[src/rtl/grant_xfer_ctrl.sv]
// grant_xfer_ctrl: consumes the round-robin arbiter's one-hot grant, captures
// the granted port's data word, hands it to a shared sink over valid/ready and
// returns a single-cycle ack to the winning requester.
// Optional feature macro: TIMEOUT_EN (abort a stalled transfer after TIMEOUT
// cycles without out_ready and pulse to_err).
module grant_xfer_ctrl #(
  parameter int N       = 4,
  parameter int DW      = 8,
  parameter int SW      = 2,
  parameter int TIMEOUT = 8
) (
  input  logic            clk,
  input  logic            rst,
  input  logic [N-1:0]    grant,
  input  logic [N-1:0]    req,
  input  logic [N*DW-1:0] wdata,
  output logic            out_valid,
  input  logic            out_ready,
  output logic [DW-1:0]   out_data,
  output logic [SW-1:0]   out_src,
  output logic [N-1:0]    ack,
  output logic            busy,
  output logic            err_multi,
  output logic            to_err,
  output logic [15:0]     xfer_cnt
);

  localparam int CW = $clog2(N + 1);

  typedef enum logic [1:0] {
    ST_IDLE = 2'd0,
    ST_XFER = 2'd1,
    ST_ACK  = 2'd2
  } state_t;

  state_t state_reg, state_next;

  // Registered outputs and their next values
  logic            out_valid_reg, out_valid_next;
  logic [DW-1:0]   out_data_reg, out_data_next;
  logic [SW-1:0]   out_src_reg, out_src_next;
  logic [N-1:0]    ack_reg, ack_next;
  logic            busy_reg, busy_next;
  logic            err_multi_reg, err_multi_next;
  logic            to_err_reg, to_err_next;
  logic [15:0]     xfer_cnt_reg, xfer_cnt_next;

  // Grant decode
  logic [CW-1:0]   grant_cnt;
  logic [SW-1:0]   grant_idx;
  logic            grant_ok;
  logic            grant_multi;
  logic [DW-1:0]   port_word [N];
  logic [N-1:0]    src_onehot;
  logic            to_hit;

  // Parameter sanity: the index width must fit the port count exactly.
  if (SW != $clog2(N) || TIMEOUT < 1) begin : g_param_check
    $error("grant_xfer_ctrl: SW must equal clog2(N) and TIMEOUT must be >= 1");
  end

  // Unpack the flattened data bus and build the one-hot ack pattern for the
  // currently held source index.
  for (genvar gi = 0; gi < N; gi++) begin : g_port
    assign port_word[gi]  = wdata[gi*DW +: DW];
    assign src_onehot[gi] = (out_src_reg == SW'(gi));
  end

  // Count set grant bits and remember the position of a set bit.
  always_comb begin
    grant_cnt = '0;
    grant_idx = '0;
    for (int i = 0; i < N; i++) begin
      if (grant[i]) begin
        grant_cnt = grant_cnt + CW'(1);
        grant_idx = SW'(i);
      end
    end
  end

  assign grant_multi = (grant_cnt > CW'(1));
  // A one-hot grant only counts if the requester is still asking for it.
  assign grant_ok    = (grant_cnt == CW'(1)) && req[grant_idx];

`ifdef TIMEOUT_EN
  localparam int TW = $clog2(TIMEOUT + 1);
  logic [TW-1:0] to_cnt_reg;

  // The stall counter is zero whenever not in XFER, so each transfer starts
  // fresh; it counts XFER cycles spent without out_ready.
  always_ff @(posedge clk) begin
    if (rst || state_reg != ST_XFER || state_next != ST_XFER) begin
      to_cnt_reg <= '0;
    end else if (!out_ready) begin
      to_cnt_reg <= to_cnt_reg + TW'(1);
    end
  end

  // The TIMEOUT-th stalled cycle aborts; a handshake in that cycle wins.
  assign to_hit = !out_ready && (to_cnt_reg == TW'(TIMEOUT - 1));
`else
  assign to_hit = 1'b0;
`endif

  // State register
  always_ff @(posedge clk) begin
    if (rst) begin
      state_reg <= ST_IDLE;
    end else begin
      state_reg <= state_next;
    end
  end

  // Next-state logic
  always_comb begin
    state_next = state_reg;
    case (state_reg)
      ST_IDLE: begin
        if (!grant_multi && grant_ok) begin
          state_next = ST_XFER;
        end
      end
      ST_XFER: begin
        if (out_ready) begin
          state_next = ST_ACK;
        end else if (to_hit) begin
          state_next = ST_IDLE;
        end
      end
      ST_ACK:  state_next = ST_IDLE;
      default: state_next = ST_IDLE;
    endcase
  end

  // Output next-value logic; pulses default low every cycle.
  always_comb begin
    out_valid_next = out_valid_reg;
    out_data_next  = out_data_reg;
    out_src_next   = out_src_reg;
    ack_next       = '0;
    err_multi_next = 1'b0;
    to_err_next    = 1'b0;
    xfer_cnt_next  = xfer_cnt_reg;
    case (state_reg)
      ST_IDLE: begin
        if (grant_multi) begin
          err_multi_next = 1'b1;
        end else if (grant_ok) begin
          out_valid_next = 1'b1;
          out_data_next  = port_word[grant_idx];
          out_src_next   = grant_idx;
        end
      end
      ST_XFER: begin
        if (out_ready) begin
          out_valid_next = 1'b0;
          ack_next       = src_onehot;
          xfer_cnt_next  = xfer_cnt_reg + 16'd1;
        end else if (to_hit) begin
          out_valid_next = 1'b0;
          to_err_next    = 1'b1;
        end
      end
      default: ;
    endcase
    busy_next = (state_next != ST_IDLE);
  end

  // Output registers
  always_ff @(posedge clk) begin
    if (rst) begin
      out_valid_reg <= 1'b0;
      out_data_reg  <= '0;
      out_src_reg   <= '0;
      ack_reg       <= '0;
      busy_reg      <= 1'b0;
      err_multi_reg <= 1'b0;
      to_err_reg    <= 1'b0;
      xfer_cnt_reg  <= '0;
    end else begin
      out_valid_reg <= out_valid_next;
      out_data_reg  <= out_data_next;
      out_src_reg   <= out_src_next;
      ack_reg       <= ack_next;
      busy_reg      <= busy_next;
      err_multi_reg <= err_multi_next;
      to_err_reg    <= to_err_next;
      xfer_cnt_reg  <= xfer_cnt_next;
    end
  end

  assign out_valid = out_valid_reg;
  assign out_data  = out_data_reg;
  assign out_src   = out_src_reg;
  assign ack       = ack_reg;
  assign busy      = busy_reg;
  assign err_multi = err_multi_reg;
  assign to_err    = to_err_reg;
  assign xfer_cnt  = xfer_cnt_reg;

endmodule

[config.mk]
export PLATFORM = sky130hd
export DESIGN_NAME = grant_xfer_ctrl
export DESIGN_NICKNAME = d
export VERILOG_FILES = /design/src/rtl/grant_xfer_ctrl.sv
export SDC_FILE = /design/constraint.sdc
export NUM_CORES = 1
export LEC_CHECK = 0
export ABC_AREA = 1
export CAP_MARGIN = 20
export CORE_ASPECT_RATIO = 0.7
export CORE_MARGIN = 2
export CORE_UTILIZATION = 55
export DETAILED_ROUTE_END_ITERATION = 7
export DONT_BUFFER_PORTS = 1
export PLACE_DENSITY = 0.8
export SLEW_MARGIN = 5
export SYNTH_ARGS = -nofsm -noshare
export SYNTH_HDL_FRONTEND = slang
export SYNTH_SLANG_ARGS = --single-unit
[constraint.sdc]
create_clock -name clk -period 2.1 [get_ports clk]
set_input_delay 0.21 -clock clk [delete_from_list [all_inputs] [get_ports clk]]
set_output_delay 0.21 -clock clk [all_outputs]
set_load 0.02 [all_outputs]
## After elaboration in Yosys (flattened, before gate mapping)

Index checks and enable logic that the tools add are counted.

| cells by class | value |
|---|---|
| add/sub/neg operators | 4 |
| mux-type cells | 20 |
| bitwise logic cells | 5 |
| order comparisons | 3 |
| shift operators | 0 |
| $mul | 0 |
| equal/unequal tests | 8 |
| div/mod/pow operators | 0 |
| reduce and logical (&&, ||, !) cells | 12 |

Operators with widths:

| operator | number |
|---|---|
| $add A16 B1 Y16 const B | 1 |
| $bmux W8 S2 | 1 |
| $mux W8 | 2 |
| $add A3 B1 Y3 const B | 3 |
| $mux W3 | 3 |
| $mux W2 | 4 |
| $mux W1 | 7 |
| $ne A2 B2 Y1 const B | 3 |
| $eq A2 B1 Y1 const B | 2 |
| $eq A2 B2 Y1 const B | 2 |
| $logic_not A2 Y1 | 2 |
| $not A1 Y1 | 4 |
| $pmux W2 S2 | 1 |
| $reduce_and A4 Y1 | 1 |
| $reduce_bool A2 Y1 | 2 |
| $eq A3 B1 Y1 const B | 1 |
| $ge A3 B3 Y1 const B | 1 |
| $gt A3 B1 Y1 const B | 1 |
| $lt A2 B3 Y1 const B | 1 |
| $not A2 Y3 | 1 |
| $reduce_and A3 Y1 | 1 |
| $reduce_or A3 Y1 | 1 |
| $bmux W1 S2 | 1 |
| $logic_and A1 B1 Y1 | 2 |
| other kinds (4) | 4 |

| storage, ports and cells | value |
|---|---|
| memory bits (read-only) | 0 |
| memory bits (writable) | 0 |
| register bits after elaboration | 35 |
| memories kept | 0 |
| word-level logic and storage cells | 60 |
| output and inout bits | 34 |
| bits in latches | 0 |

## Depth between registers and ports, before layout

Gate-level depths: netlist (run 1).

| logic depth | value |
|---|---|
| depth in word-level cells | 13 |
| mapped depth | 18 |

## Worst setup path before layout (run 1)

No wires, ideal clock.

| timing | value |
|---|---|
| kind | input to register |
| start point | in grant[1] |
| end point | reg out_src_reg[1] (netlist: out_src[1]) |
| path buffers | 2 |
| required time | 1.985 ns |
| data arrival time | 1.887 ns |
| slack | 0.097 ns |
| stages | 16 |
| setup time | 0.115 ns |
| cell sequence | buf_2 > inv_1 > ha_1 > inv_1 > nand2_1 > nand2_2 > inv_1 > ha_1 > or2_0 > nand2_1 > nand2_2 > nor2_4 > buf_6 > nand3_1 > nand2_1 > nor2_1 |

| between the ends | value |
|---|---|
| longest elaborated chain between the ends | 8 |
| elaborated cells on any way between the ends | 15 |

RTL lines:

| item | line | RTL |
|---|---|---|
| start: declaration | 14 | `input logic [N-1:0] grant,` |
| $mux W3 | 74 | `if (grant[i]) begin` |
| $add A3 B1 Y3 | 75 | `grant_cnt = grant_cnt + CW'(1);` |
| $mux W3 | 74 |  |
| $add A3 B1 Y3 | 75 |  |
| $mux W3 | 74 |  |
| $gt A3 B1 Y1 / $eq A3 B1 Y1 (equally long branches) | 81, 83 |  |
| $not A1 Y1 (no source line) / $logic_and A1 B1 Y1 (equally long branches) | - |  |
| $reduce_and A3 Y1 (no source line) (*) | - |  |
| end signal: assignment | 183 | `out_src_reg <= out_src_next;` |
| end: declaration | 41 | `logic [SW-1:0] out_src_reg, out_src_next;` |

Every way passes the cells marked *; elsewhere a longest branch is shown, timed or not. The select of a mux whose other input is x is not followed.
A chain may end at the register's enable or synchronous reset.

## Worst setup path after layout (run 1)

| timing | value |
|---|---|
| start point | in grant[0] |
| end point | reg out_data_reg[0] (netlist: out_data[0]) |

| between the ends | value |
|---|---|
| longest elaborated chain between the ends | 10 |
| elaborated cells on any way between the ends | 12 |

RTL lines:

| item | line | RTL |
|---|---|---|
| $mux W1 (*) | 74 |  |
| $add A3 B1 Y3 | 75 |  |
| $mux W3 (*) | 74 |  |
| $add A3 B1 Y3 | 75 |  |
| $mux W3 (*) | 74 |  |
| $add A3 B1 Y3 | 75 |  |
| $mux W3 (*) | 74 |  |
| $gt A3 B1 Y1 / $eq A3 B1 Y1 (equally long branches) | 81, 83 |  |
| $not A1 Y1 (no source line) / $logic_and A1 B1 Y1 (equally long branches) | - |  |
| $reduce_and A3 Y1 (no source line) (*) | - |  |
| end signal: assignment | 182 | `out_data_reg <= out_data_next;` |
| end: declaration | 40 | `logic [DW-1:0] out_data_reg, out_data_next;` |

Every way passes the cells marked *; elsewhere a longest branch is shown, timed or not.

==> results.txt, run 1 <==
drt wl/cell: 11.3 um
cts bufs inserted: 5
power per cell area: 699 nW/um^2
DR vias/cell: 5.06
CTS HTree Levels: 2
Req. time, crit path: 2.27 ns
outcome: finished, final reports clean
asr flop ratio synth: 0
Nets: 383
Yosys top cell area share: 0.324
synth cell count leaders: nand2_1 (74), nor2_1 (62), inv_1 (53)
Avg Inst Size Synth: 6.44 sq um
crit path max-delay cell type: ha_1
CTS tree: yes
num ports: 77
synthesis warning total: 0
Comb power frac: 0.151
worst skew pair latency: 0.28 ns
cell area after synthesis: 2160 sq um
drt pass-1 iters: 4
Synth cell types: 33
leading area contributor after synthesis: dfxtp_1
critical path start-end classification: input port to flip-flop
vias in the first global route: 1780
critical path arrival: 1.87 ns
critical path's top delay family: simple AND/OR/NAND/NOR gates
critical path cell sequence: inv_1, ha_1, inv_1, nand2_1, nand2_2, inv_1, ha_1, or2_0, nand2_1, nand2_2, nor2_4, buf_12, nand3_1, nand2_1, nor2_1
Die Wd: 79.0 um
Slew Limit Fails: 0
gr usage total: 0.214
Die Y: 56.5 um
Worst Tran Pin Value: 0.608 ns
initial antenna violation count: 0
first-pass GRT wire length: 7680 um
gr ovfl total: 0
CTS root buffer: clkbuf_8
RSZ-0062 raised after global routing: no
Net Switching: 0.434 mW
core area: 3850 sq um
clk sinks: 35
Switching Fraction: 0.271
ANT nets after route: 0
count leader, synth: nand2_1
hold crit path type: input port to flip-flop
GP Congestion: 0.865
Seq pwr share: 0.467
Peak VDD IR: 0.375 mV
diode count: 0
Initial Utilization: 0.562
Post-Syn Nets: 383
Synth Flop Type: dfxtp_1
register area share after synthesis: 0.324
Final setup violation count: 0
MaxCap Viol Count: 0
Routed WL: 4410 um
row cnt: 19
Iter 0 DRT Violations: 66
Buf/Inv on CP: 4
detailed placement HPWL: 3420 um
clk slew on worst S/H paths: 0.07 ns
leakage power total: 1.12 nW
Final Critical Period: 1.70 ns
CP max stage delay: 0.31 ns
Area contributors post-synth: dfxtp_1 (32%), nand2_1 (13%), nor2_1 (11%), inv_1 (9.2%), nand3_1 (4.9%)
Synth Register Bits: 35
fmax: 590 MHz
area delta synth->final: 6.13%
synthesized instance count: 336
Setup crit end kind: flip-flop
Port Buffer Count: 0
largest net degree at the start of global routing: 23
clk buf depth: 2
Hold Violations, Final: 0
die area: 4460 sq um
via count: 1968
final worst-path cycle share: 0.807
Largest register FFs: 16
total power: 1.61 mW
CP Launch Type: input port
setup TNS: 0 ns
skew final: 0.00368 ns
internal power: 1.17 mW
CP max FO: 20
Slew headroom: 0.594
EDFF count, synth: 0
share of cells above drive strength 1: 0.0950
Fillers: 375
# DRC: 0
Clock power frac: 0.382
post-CTS setup buffers: 0
[cells in the final DEF (no fill, tap or decap), types with 2 or more instances in the layout]
| master | instances |
|---|---|
| o21ai_0 | 6 |
| ha_1 | 4 |
| inv_2 | 3 |
| dfxtp_1 | 35 |
| nor2_2 | 2 |
| nor2_4 | 4 |
| nand3_1 | 21 |
| nor3_1 | 6 |
| a21oi_1 | 19 |
| nand2_4 | 2 |
| dlygate4sd3_1 | 2 |
| nand2_1 | 74 |
| nand2_2 | 7 |
| clkbuf_8 | 6 |
| nor3b_1 | 2 |
| nand3b_1 | 10 |
| inv_1 | 53 |
| nor2_1 | 62 |
| buf_4 | 2 |
| nand4_1 | 2 |
[what timing repair did]
| item | 4_1_cts | 5_1_grt |
|---|---|---|
| hold buffers | 1 | 1 |
| endpoints found under the hold margin | 7 | 1 |
| gates resized for setup | 0 | 0 |
[layer usage]
metal / routed length, um / part of all wire / up-vias / track usage
li1: - / - / 1026 / -
met4: 39 / 0.0088 / 0 / 0.0616
met3: 352 / 0.080 / 4 / 0.0772
met2: 2010 / 0.45 / 62 / 0.341
met5: 0 / 0 / - / 0
met1: 2010 / 0.46 / 876 / 0.274
[worst register-to-register path, cell delays in order (launching register included)]
cell and delay, ns:
dfxtp_1 0.50, ha_1 0.23, nand3_1 0.12, nor2_4 0.18
nand4_1 0.17, nor2_1 0.17, nand2_1 0.06, nand2_1 0.07
nor2_1 0.05
[power groups by stage]
| stage | Clock, mW | Sequential [mW] | Combinational (mW) |
|---|---|---|---|
| 2_1_floorplan | 0 | 0.758 | 0.223 |
| 3_3_place_gp | 0 | 0.765 | 0.233 |
| 3_5_place_dp | 0 | 0.765 | 0.239 |
| 4_1_cts | 0.634 | 0.750 | 0.243 |
| 5_1_grt | 0.662 | 0.753 | 0.283 |
| 6_report | 0.613 | 0.750 | 0.243 |
[path summary, 6_finish.rpt]
check	slack, ns	startpoint	cells after the start	endpoint
setup / recovery	0.40	grant[0]	15	out_data[0]
hold / removal	0.08	rst	2	xfer_cnt[3]
setup reg to reg	0.45	xfer_cnt[1]	8	xfer_cnt[14]
hold reg to reg	0.45	state_reg[1]	1	err_multi
[layout make-up]
cell class	instances	area, sq um	area share
Clock buffer	6	82.6	0.0360
Clock inverter	2	35.0	0.0153
Inverter	56	210	0.0916
Multi-Input combinational cell	233	1150	0.500
Sequential cell	35	701	0.305
Tap cell	52	65.1	0.0283
Timing Repair Buffer	5	55.1	0.0240
[kinds of logic after synthesis]
group                      after synthesis  synth area share
adders and majority gates                4            0.0231
DFF                                     35             0.324
buffers and inverters                   68             0.146
AOI/OAI and AO/OA                       29            0.0700
and+or+nand+nor                        197             0.427
xor gates and xnor gates                 2           0.00810
other                                    1           0.00173
[stage by stage]
stage,utilization,hold WS [ns],worst slack (ns),instances,instance area [sq um]
5_1_grt,0.596,0.0686,0.292,389,2300
3_3_place_gp,0.560,0.282,0.167,379,2160
3_5_place_dp,0.560,0.286,0.107,379,2160
6_report,0.596,0.0756,0.404,389,2300
2_1_floorplan,-,0.420,0.0973,336,2160
4_1_cts,0.594,0.0000520,0.410,388,2290
Power figures use the tool's default switching activity.
==> run 2, diff against run 1 <==
==> constraint.sdc (replaced) <==
create_clock -name clk -period 1.4 [get_ports clk]
set_input_delay 0.14 -clock clk [delete_from_list [all_inputs] [get_ports clk]]
set_output_delay 0.14 -clock clk [all_outputs]
set_load 0.02 [all_outputs]
==> results.txt, run 2 (same netlist as run 1, synthesis figures left out) <==
share of cells above drive strength 1: 0.242 (+0.147)
CP max FO: 20 (unchanged)
final worst-path cycle share: 1.03
Nets: 414 (+8.1%)
first-pass GRT wire length: 8220 um (+7.0%)
CP max stage delay: 0.26 ns (-0.05 ns)
detailed placement HPWL: 3590 um (+4.9%)
core area: 3850 sq um (unchanged)
MaxCap Viol Count: 0 (unchanged)
worst r2r dst: xfer_cnt[14]
ANT nets after route: 0 (unchanged)
via count: 2070 (+5.2%)
failing checks: negative setup slack
hold crit path type: input port to flip-flop
clk sinks: 35 (unchanged)
gr usage total: 0.232 (+0.0177)
area delta synth->final: 24.2%
power per cell area: 1000 nW/um^2 (+43%)
Final setup violation count: 10 (+10)
Setup crit end kind: flip-flop
Buf/Inv on CP: 4 (unchanged)
DR vias/cell: 4.93 (-2.6%)
worst r2r src: xfer_cnt[1]
critical path cell sequence: inv_8, ha_4, inv_2, nand2_2, nand2_2, inv_2, ha_4, or2_0, nand2_1, nand2_2, nor2_4, buf_12, nand3_1, nand2_1, nor2_1
commonest non-fill, non-tap cell in the layout: nand2_1
# DRC: 0 (unchanged)
CTS root buffer: clkbuf_8
Initial Utilization: 0.562 (unchanged)
vias in the first global route: 1921 (+7.9%)
CTS HTree Levels: 2 (unchanged)
Port Buffer Count: 0 (unchanged)
Reg2Reg Depth: 8 (unchanged)
worst skew pair latency: 0.29 ns (about the same)
Req. time, crit path: 1.59 ns (-0.68 ns)
final worst setup slack: -0.0400 ns (-0.444 ns)
pre-CTS WS: -0.406 ns (-0.513 ns)
RSZ-0062 raised after global routing: yes
critical path arrival: 1.63 ns (-0.24 ns)
Most common cell on crit path: nand2_2
drt wl/cell: 11.8 um (+4.1%)
fmax: 694 MHz
Min-Delay Endpoint: xfer_cnt[3]
row cnt: 19 (unchanged)
hold path start: rst
crit path max-delay cell type: ha_4
Final Critical Period: 1.44 ns
clk slew on worst S/H paths: 0.07 ns (about the same)
die area: 4460 sq um (unchanged)
largest net degree at the start of global routing: 21 (-8.7%)
outcome: finished with violations
Hold Path Stages: 2 (unchanged)
R2R Setup Slk: 0.04 ns (-0.41 ns)
setup TNS: -0.279 ns (-0.279 ns)
CP Launch Type: input port
worst hold slack: 0.00800 ns (-0.0676 ns)
CTS tree: yes
most frequent cells in the layout: nand2_1 (70), nor2_1 (61), inv_1 (47)
Die Y: 56.5 um (unchanged)
leakage power total: 1.29 nW (+15%)
drt pass-1 iters: 4 (unchanged)
cts bufs inserted: 5 (unchanged)
skew final: 0.00313 ns (-0.000552 ns)
Peak VDD IR: 0.758 mV (+100%)
Hold Violations, Final: 0 (unchanged)
initial antenna violation count: 0 (unchanged)
clk buf depth: 2 (unchanged)
diode count: 0 (unchanged)
Routed WL: 4950 um (+12%)
critical path's top delay family: simple AND/OR/NAND/NOR gates
num ports: 77 (unchanged)
Slew Limit Fails: 0 (unchanged)
critical path start-end classification: input port to flip-flop
gr ovfl total: 0 (unchanged)
GP Congestion: 0.844 (-2.4%)
Die Wd: 79.0 um (unchanged)
Largest register FFs: 16 (unchanged)
Iter 0 DRT Violations: 107 (+62%)
run 2: changes by cell type in the layout (fill, tap and decap cells not counted), moves of 4 or more:
cell and change:
nand2_2 +4, inv_1 -6, buf_4 +31, nand2_1 -4, nand3_1 -5
run 2: worst max path at each step:
stage,slack (ns),startpoint,cells past startpoint,to
2_1_floorplan,-0.37,grant[1],15,out_src[1]
3_3_place_gp,-0.36,grant[0],15,out_src[1]
3_5_place_dp,-0.41,grant[0],15,out_data[7]
4_1_cts,-0.02,grant[1],15,out_data[7]
5_1_grt,-0.12,grant[1],15,out_data[7]
6_report,-0.04,grant[1],15,out_data[7]
run 2: layout make-up:
| cell class | count | area [sq um] |
|---|---|---|
| clock buffers | 5 | 68.8 |
| repair buffers | 36 | 298 |
| flip-flops and latches | 35 | 707 |
| inverters | 56 | 228 |
| fillers | 340 | 1160 |
| multi-input cells | 233 | 1250 |
| clock inverters | 3 | 67.6 |
| well taps | 52 | 65.1 |
run 2: metrics by stage:
stage | instance area [sq um] | utilization | instances | total power [mW]
detailed placement | 2400 | 0.623 | 406 | 1.57
CTS | 2570 | 0.667 | 415 | 2.66
global placement | 2400 | 0.623 | 406 | 1.56
floorplan | 2200 | - | 336 | 1.49
global route | 2690 | 0.698 | 420 | 2.83
finish | 2690 | 0.698 | 420 | 2.69
run 2: power breakdown:
| part | switching (mW) | internal, mW | total [mW] | leakage [nW] |
|---|---|---|---|---|
| registers | 0.0839 | 1.04 | 1.12 | 0.285 |
| logic | 0.265 | 0.206 | 0.471 | 0.939 |
| clock network | 0.387 | 0.710 | 1.10 | 0.0644 |
| total | 0.736 | 1.95 | 2.69 | 1.29 |
run 2: per-layer routing:
metal,GRT usage,vias to the layer above,share of wire
met2,0.369,41,0.46
li1,-,1091,-
met5,0,-,0
met4,0.0764,0,0.020
met1,0.298,927,0.46
met3,0.0740,11,0.060
run 2: what timing repair did:
item | CTS | global route
setup endpoints to repair | 13 | 19
gates resized for setup | 6 | 22
pin swaps | 0 | 6
buffers inserted | 0 | 5
hold buffers | 1 | 0
hold endpoints to repair | 8 | 0
